[src/rtl/fetch_pkg.sv]
// fetch_pkg: shared definitions for the instruction fetch sequencer.
//   fetch_state_e        - sequencer state encoding (3-bit)
//   DEFAULT_RESET_DELAY  - idle cycles after reset release before the first request
//   DEFAULT_ACK_TIMEOUT  - unacknowledged request cycles tolerated before error
//   DELAY_CNT_W          - counter width covering RESET_DELAY up to 15
//   TIMEOUT_CNT_W        - counter width covering ACK_TIMEOUT up to 255
package fetch_pkg;

  typedef enum logic [2:0] {
    IDLE    = 3'd0,
    FETCH   = 3'd1,
    HOLD    = 3'd2,
    DISCARD = 3'd3,
    ERROR   = 3'd4
  } fetch_state_e;

  localparam int DEFAULT_RESET_DELAY = 2;
  localparam int DEFAULT_ACK_TIMEOUT = 15;
  localparam int DELAY_CNT_W         = 4;
  localparam int TIMEOUT_CNT_W       = 8;

endpackage

[src/rtl/cycle_counter.sv]
// cycle_counter: free-running up counter with synchronous clear.
//   clk       in   clock
//   Reset     in   synchronous active-low reset
//   i_clear   in   force the count to zero this edge (wins over i_enable)
//   i_enable  in   advance the count by one this edge
//   o_count   out  current count
module cycle_counter #(
  parameter int WIDTH = 4
) (
  input  logic             clk,
  input  logic             Reset,
  input  logic             i_clear,
  input  logic             i_enable,
  output logic [WIDTH-1:0] o_count
);

  logic [WIDTH-1:0] r_count;

  // NOTE: sequential state is written with non-blocking assignments so every
  // flop samples pre-edge values regardless of block evaluation order.
  always_ff @(posedge clk) begin
    if (!Reset || i_clear) begin
      r_count <= '0;
    end else if (i_enable) begin
      r_count <= r_count + WIDTH'(1);
    end
  end

  assign o_count = r_count;

endmodule

[src/rtl/fetch_sequencer.sv]
// fetch_sequencer: sequences instruction fetches and program-counter strobes.
//   clk           in   clock
//   Reset         in   synchronous active-low reset
//   imemAck       in   memory accepted the request; instrIn valid this cycle
//   instrIn       in   instruction word from memory
//   stall         in   decode cannot take the held instruction
//   branchTaken   in   taken-branch pulse from execute
//   branchOffset  in   offset paired with branchTaken
//   imemReq       out  fetch request
//   instrValid    out  instrOut holds a live instruction
//   instrOut      out  captured instruction
//   pcUpdate      out  PC loads its next value
//   pcBranch      out  PC load takes the branch path
//   pcOffset      out  last branch offset
//   flush         out  held instruction was squashed
//   fetchError    out  sticky acknowledge timeout
// All outputs are registered.
module fetch_sequencer
  import fetch_pkg::*;
#(
  parameter int RESET_DELAY = DEFAULT_RESET_DELAY,
  parameter int ACK_TIMEOUT = DEFAULT_ACK_TIMEOUT
) (
  input  logic        clk,
  input  logic        Reset,
  input  logic        imemAck,
  input  logic [31:0] instrIn,
  input  logic        stall,
  input  logic        branchTaken,
  input  logic [23:0] branchOffset,
  output logic        imemReq,
  output logic        instrValid,
  output logic [31:0] instrOut,
  output logic        pcUpdate,
  output logic        pcBranch,
  output logic [23:0] pcOffset,
  output logic        flush,
  output logic        fetchError
);

  fetch_state_e r_state, w_state_next;

  logic        r_imemReq, r_instrValid, r_pcUpdate, r_pcBranch, r_flush, r_fetchError;
  logic [31:0] r_instrOut;
  logic [23:0] r_pcOffset;

  logic        w_req_next, w_valid_next, w_pcu_next, w_pcb_next, w_flush_next, w_err_next;
  logic [31:0] w_instr_next;
  logic [23:0] w_off_next;

  logic [DELAY_CNT_W-1:0]   w_delay_count;
  logic [TIMEOUT_CNT_W-1:0] w_to_count;
  logic w_delay_done, w_timeout_hit, w_to_clear, w_to_enable;

  cycle_counter #(.WIDTH(DELAY_CNT_W)) u_delay_cnt (
    .clk      (clk),
    .Reset    (Reset),
    .i_clear  (r_state != IDLE),
    .i_enable (r_state == IDLE),
    .o_count  (w_delay_count)
  );

  // The timeout restarts whenever a fresh wait begins (entering FETCH or
  // DISCARD) and on every acknowledge; it only advances while a request waits.
  assign w_to_enable = r_imemReq && !imemAck;
  assign w_to_clear  = imemAck ||
                       ((w_state_next != r_state) &&
                        (w_state_next == FETCH || w_state_next == DISCARD));

  cycle_counter #(.WIDTH(TIMEOUT_CNT_W)) u_timeout_cnt (
    .clk      (clk),
    .Reset    (Reset),
    .i_clear  (w_to_clear),
    .i_enable (w_to_enable),
    .o_count  (w_to_count)
  );

  assign w_delay_done  = (w_delay_count == DELAY_CNT_W'(RESET_DELAY));
  // This edge would be the ACK_TIMEOUT-th unacknowledged request cycle.
  assign w_timeout_hit = w_to_enable && (w_to_count == TIMEOUT_CNT_W'(ACK_TIMEOUT - 1));

  always_comb begin
    // NOTE: every next value gets a default before the case so no path leaves
    // one unassigned, which would otherwise infer a latch.
    w_state_next = r_state;
    w_req_next   = 1'b0;
    w_valid_next = 1'b0;
    w_instr_next = r_instrOut;
    w_pcu_next   = 1'b0;
    w_pcb_next   = 1'b0;
    w_off_next   = r_pcOffset;
    w_flush_next = 1'b0;
    w_err_next   = r_fetchError;

    unique case (r_state)
      IDLE: begin
        if (w_delay_done) begin
          w_state_next = FETCH;
          w_req_next   = 1'b1;
        end
      end

      FETCH: begin
        w_req_next = 1'b1;
        if (w_timeout_hit) begin
          w_state_next = ERROR;
          w_req_next   = 1'b0;
          w_err_next   = 1'b1;
        end else if (branchTaken) begin
          // A word returned alongside the branch is from the old path: drop it.
          w_pcu_next   = 1'b1;
          w_pcb_next   = 1'b1;
          w_off_next   = branchOffset;
          w_state_next = imemAck ? FETCH : DISCARD;
        end else if (imemAck) begin
          w_instr_next = instrIn;
          w_valid_next = 1'b1;
          w_pcu_next   = 1'b1;
          w_req_next   = 1'b0;
          w_state_next = HOLD;
        end
      end

      HOLD: begin
        w_valid_next = 1'b1;
        if (branchTaken) begin
          w_pcu_next   = 1'b1;
          w_pcb_next   = 1'b1;
          w_off_next   = branchOffset;
          w_flush_next = 1'b1;
          w_valid_next = 1'b0;
          w_req_next   = 1'b1;
          w_state_next = FETCH;
        end else if (!stall) begin
          w_valid_next = 1'b0;
          w_req_next   = 1'b1;
          w_state_next = FETCH;
        end
      end

      DISCARD: begin
        // Keep requesting until the stale access retires; its data is ignored.
        w_req_next = 1'b1;
        if (w_timeout_hit) begin
          w_state_next = ERROR;
          w_req_next   = 1'b0;
          w_err_next   = 1'b1;
        end else begin
          if (branchTaken) begin
            w_pcu_next = 1'b1;
            w_pcb_next = 1'b1;
            w_off_next = branchOffset;
          end
          if (imemAck) begin
            w_state_next = FETCH;
          end
        end
      end

      ERROR: begin
        w_state_next = ERROR;
      end

      default: begin
        w_state_next = IDLE;
      end
    endcase
  end

  always_ff @(posedge clk) begin
    if (!Reset) begin
      r_state      <= IDLE;
      r_imemReq    <= 1'b0;
      r_instrValid <= 1'b0;
      r_instrOut   <= '0;
      r_pcUpdate   <= 1'b0;
      r_pcBranch   <= 1'b0;
      r_pcOffset   <= '0;
      r_flush      <= 1'b0;
      r_fetchError <= 1'b0;
    end else begin
      r_state      <= w_state_next;
      r_imemReq    <= w_req_next;
      r_instrValid <= w_valid_next;
      r_instrOut   <= w_instr_next;
      r_pcUpdate   <= w_pcu_next;
      r_pcBranch   <= w_pcb_next;
      r_pcOffset   <= w_off_next;
      r_flush      <= w_flush_next;
      r_fetchError <= w_err_next;
    end
  end

  assign imemReq    = r_imemReq;
  assign instrValid = r_instrValid;
  assign instrOut   = r_instrOut;
  assign pcUpdate   = r_pcUpdate;
  assign pcBranch   = r_pcBranch;
  assign pcOffset   = r_pcOffset;
  assign flush      = r_flush;
  assign fetchError = r_fetchError;

endmodule

[config.mk]
export PLATFORM = sky130hd
export DESIGN_NAME = fetch_sequencer
export DESIGN_NICKNAME = d
export VERILOG_FILES = /design/src/rtl/fetch_pkg.sv /design/src/rtl/cycle_counter.sv /design/src/rtl/fetch_sequencer.sv
export SDC_FILE = /design/constraint.sdc
export NUM_CORES = 1
export LEC_CHECK = 0
export CAP_MARGIN = 0
export CORE_MARGIN = 2
export CORE_UTILIZATION = 47
export DETAILED_ROUTE_END_ITERATION = 10
export PLACE_DENSITY = 0.95
export RECOVER_POWER = 25
export REMOVE_ABC_BUFFERS = 1
export SYNTH_ARGS = -nofsm -noshare
export SYNTH_HDL_FRONTEND = slang
export SYNTH_HIERARCHICAL = 1
export SYNTH_SLANG_ARGS = --single-unit
export TNS_END_PERCENT = 30
[constraint.sdc]
create_clock -name clk -period 3.4 [get_ports clk]
set_clock_uncertainty 0.05 [all_clocks]
set_input_delay 0.51 -clock clk [delete_from_list [all_inputs] [get_ports clk]]
set_output_delay 0.51 -clock clk [all_outputs]
set_load 0.01 [all_outputs]
==> metrics.txt <==
outcome=complete, but fails checks; failing checks=DRC; TritonCTS Sinks=77; Reg2Reg Depth=5; Port Buffers=122; Startpoint Class=primary input; Fin. Hold Viols=0; H-tree depth=3; predominant post-synthesis flop cell=dfxtp_1; maximum number of pins on one net before global-route repair=37; die area=7370 um2; CP Data Required Time=3.59 ns; CTS resizes=0; core area=6420 um2; TritonCTS clock tree=built; Mapped Area=3150 um2; compound-gate portion of the synthesized area=11.7%; Top-Level Pins=123; crit-path leading delay family=compound AO/OA/AOI/OAI gates; total negative setup slack=0 ns; Root Driver=clkbuf_8; setup slack at placement=0.817 ns; via density per instance=5.11; most frequent cells in the layout=nand2_1, clkdlybuf4s50_1, dfxtp_1, a21boi_1, mux2i_1; GRT Residual Overflow=0; CP max stage delay=0.63 ns; fill count=491; FF+latch count, synth=77; xor-xnor portion of the synthesized cell area=1.67%; Least-Margin Pin Slew=1.44 ns; syn avg cell area=8.84 um2; most common cell after layout, fill and taps aside=nand2_1; Final setup viols=0; worst hold path class=reg -> reg; Hold Crit Depth=2; EDFF count, synth=0; Netlist cell types=42; Total Nets Final=534; FFs w/ async S/R, synth=0%; Buf/Inv on CP=1; vias in the first global route=2873; largest family of logic cells by synthesized area=simple AND/OR/NAND/NOR gates; Post-Synth Simple-Gate Area=23.7%; clock tree buffer depth=2; initial antenna violation count=0; Die Span Y=85.8 um; WL/cell=13.6 um; Cells after Synth=356; RSZ-0062 raised after global routing=no; total number of vias=2821; FF+latch area=1540 um2; Post-CTS Setup Inserts=0; minimum clock period=2.65 ns; Post-DP HPWL=5.51 mm; total CTS buffers=9; Ys Warns=6; gr usage total=20.7%; crit-path max FO=9; post-synthesis sequential area ratio=49.0%; max frequency=377 MHz; maxcap violations=0; mux cell area share after synthesis=8.59%; clock latency on the worst-skew pair=0.32 ns; Multi-input gate area=1460 um2; DIE WIDTH=85.8 um; CP endpoint kind=flop; cell count along the critical path=6; final worst-path setup slack=0.746 ns; fin crit share=78.1%; Critical Path AT=2.85 ns; RePlAce Congestion=0.795; # rows=29; Cell Chain, Critical Path=dlygate4sd3_1 > nor2b_1 > a31oi_1 > a311o_1 > nand2b_1 > a21oi_1; total routed wirelength=7.52 mm; Initial Utilization=49.0%; diodes inserted=0; Power Dens Cells=474 nW/um2; Detail Route Antenna Nets=0; layout overhead on the synthesized area=44.2%; P_leak=1.71 nW; Synth Area in Adders=0.795%; First-pass DRT Iterations=7; drt drc=11; Slowest cell on crit path=dlygate4sd3_1; cts hold-fix bufs=0; max_slew headroom=4.23%; clock-pin slew on the worst setup and hold paths=0.07 ns; Peak VDD IR=301 uV; share of cells above drive strength 1=5.47%; wire length of the first global-routing pass=12.4 mm; Final Max Tran Viols=0; class of the most critical setup path=in -> reg; Initial DRC Count=134
[path summary, 6_finish.rpt]
check,slack [ns],startpoint,endpoint
worst max-delay path,0.75,imemAck,u_timeout_cnt/o_count[5]
worst min-delay path,0.40,instrOut[19],instrOut[19]
worst max register to register,1.24,imemReq,u_timeout_cnt/o_count[5]
worst min register to register,0.40,instrOut[19],instrOut[19]
[synth_stat cells, drive strengths merged (3+ instances only)]
cell type / number / area, um2
o21ai: 5 / 25.0
nand2: 120 / 450
nand4: 5 / 37.5
dfxtp: 77 / 1540
a21oi: 7 / 35.0
nand3b: 4 / 30.0
or3: 3 / 18.8
nand2b: 3 / 18.8
nor2: 14 / 55.1
xor2: 3 / 26.3
xnor2: 3 / 26.3
mux2i: 27 / 270
nand3: 5 / 25.0
a21boi: 33 / 248
buf: 9 / 82.6
clkbuf: 14 / 52.6
[logic make-up after synthesis]
family          after synthesis
flops                        77
compound gates               52
fa+ha+maj                     2
mux                          27
xor+xnor                      6
simple gates                167
buf+inv                      25
[sequential cells by signal (all words and copies together), names as in the netlist]
signal / count
fetchError: 1
flush: 1
imemReq: 1
instrOut: 32
instrValid: 1
pcBranch: 1
pcOffset: 24
pcUpdate: 1
r_state: 3
u_delay_cnt/o_count: 4
u_timeout_cnt/o_count: 8
[report_power, final]
part / internal [mW] / switching [mW] / total, mW
combinational: 0.265 / 0.216 / 0.481
clock: 0.332 / 0.305 / 0.637
sequential: 0.978 / 0.0542 / 1.03
total: 1.57 / 0.576 / 2.15
[tightest hold or removal path, stage by stage, from the launching register on]
cell,delay [ns]
dfxtp_1,0.31
nand2_1,0.05
a21boi_1,0.05
[final cells by class]
| cell class | count | area share (%) |
|---|---|---|
| Inverter | 2 | 0.165 |
| Timing Repair Buffer | 127 | 27.6 |
| Clock inverter | 5 | 1.16 |
| Tap cell | 77 | 2.12 |
| Multi-Input combinational cell | 254 | 32.2 |
| Sequential cell | 77 | 34.0 |
| Clock buffer | 10 | 2.81 |
[metal layers]
layer,vias up,global-route usage [%],routed length (um),part of all wire [%]
met5,-,0,0,0
met4,0,6.64,65,0.86
met3,8,4.62,533,7.1
met2,108,38.4,3990,53
met1,1297,23.4,2930,39
li1,1408,-,-,-
[per-stage QoR]
stage | power, mW | hold slack, ns | utilization [%] | cell area [um2] | cells
after global placement | 1.52 | 0.390 | 67.9 | 4360 | 537
after detailed placement | 1.55 | 0.395 | 67.9 | 4360 | 537
after global routing | 2.26 | 0.414 | 70.7 | 4540 | 552
final | 2.15 | 0.399 | 70.7 | 4540 | 552
after floorplan | 1.29 | 0.424 | - | 3010 | 333
after CTS | 2.18 | 0.405 | 70.7 | 4540 | 552
Power figures use the tool's default switching activity.
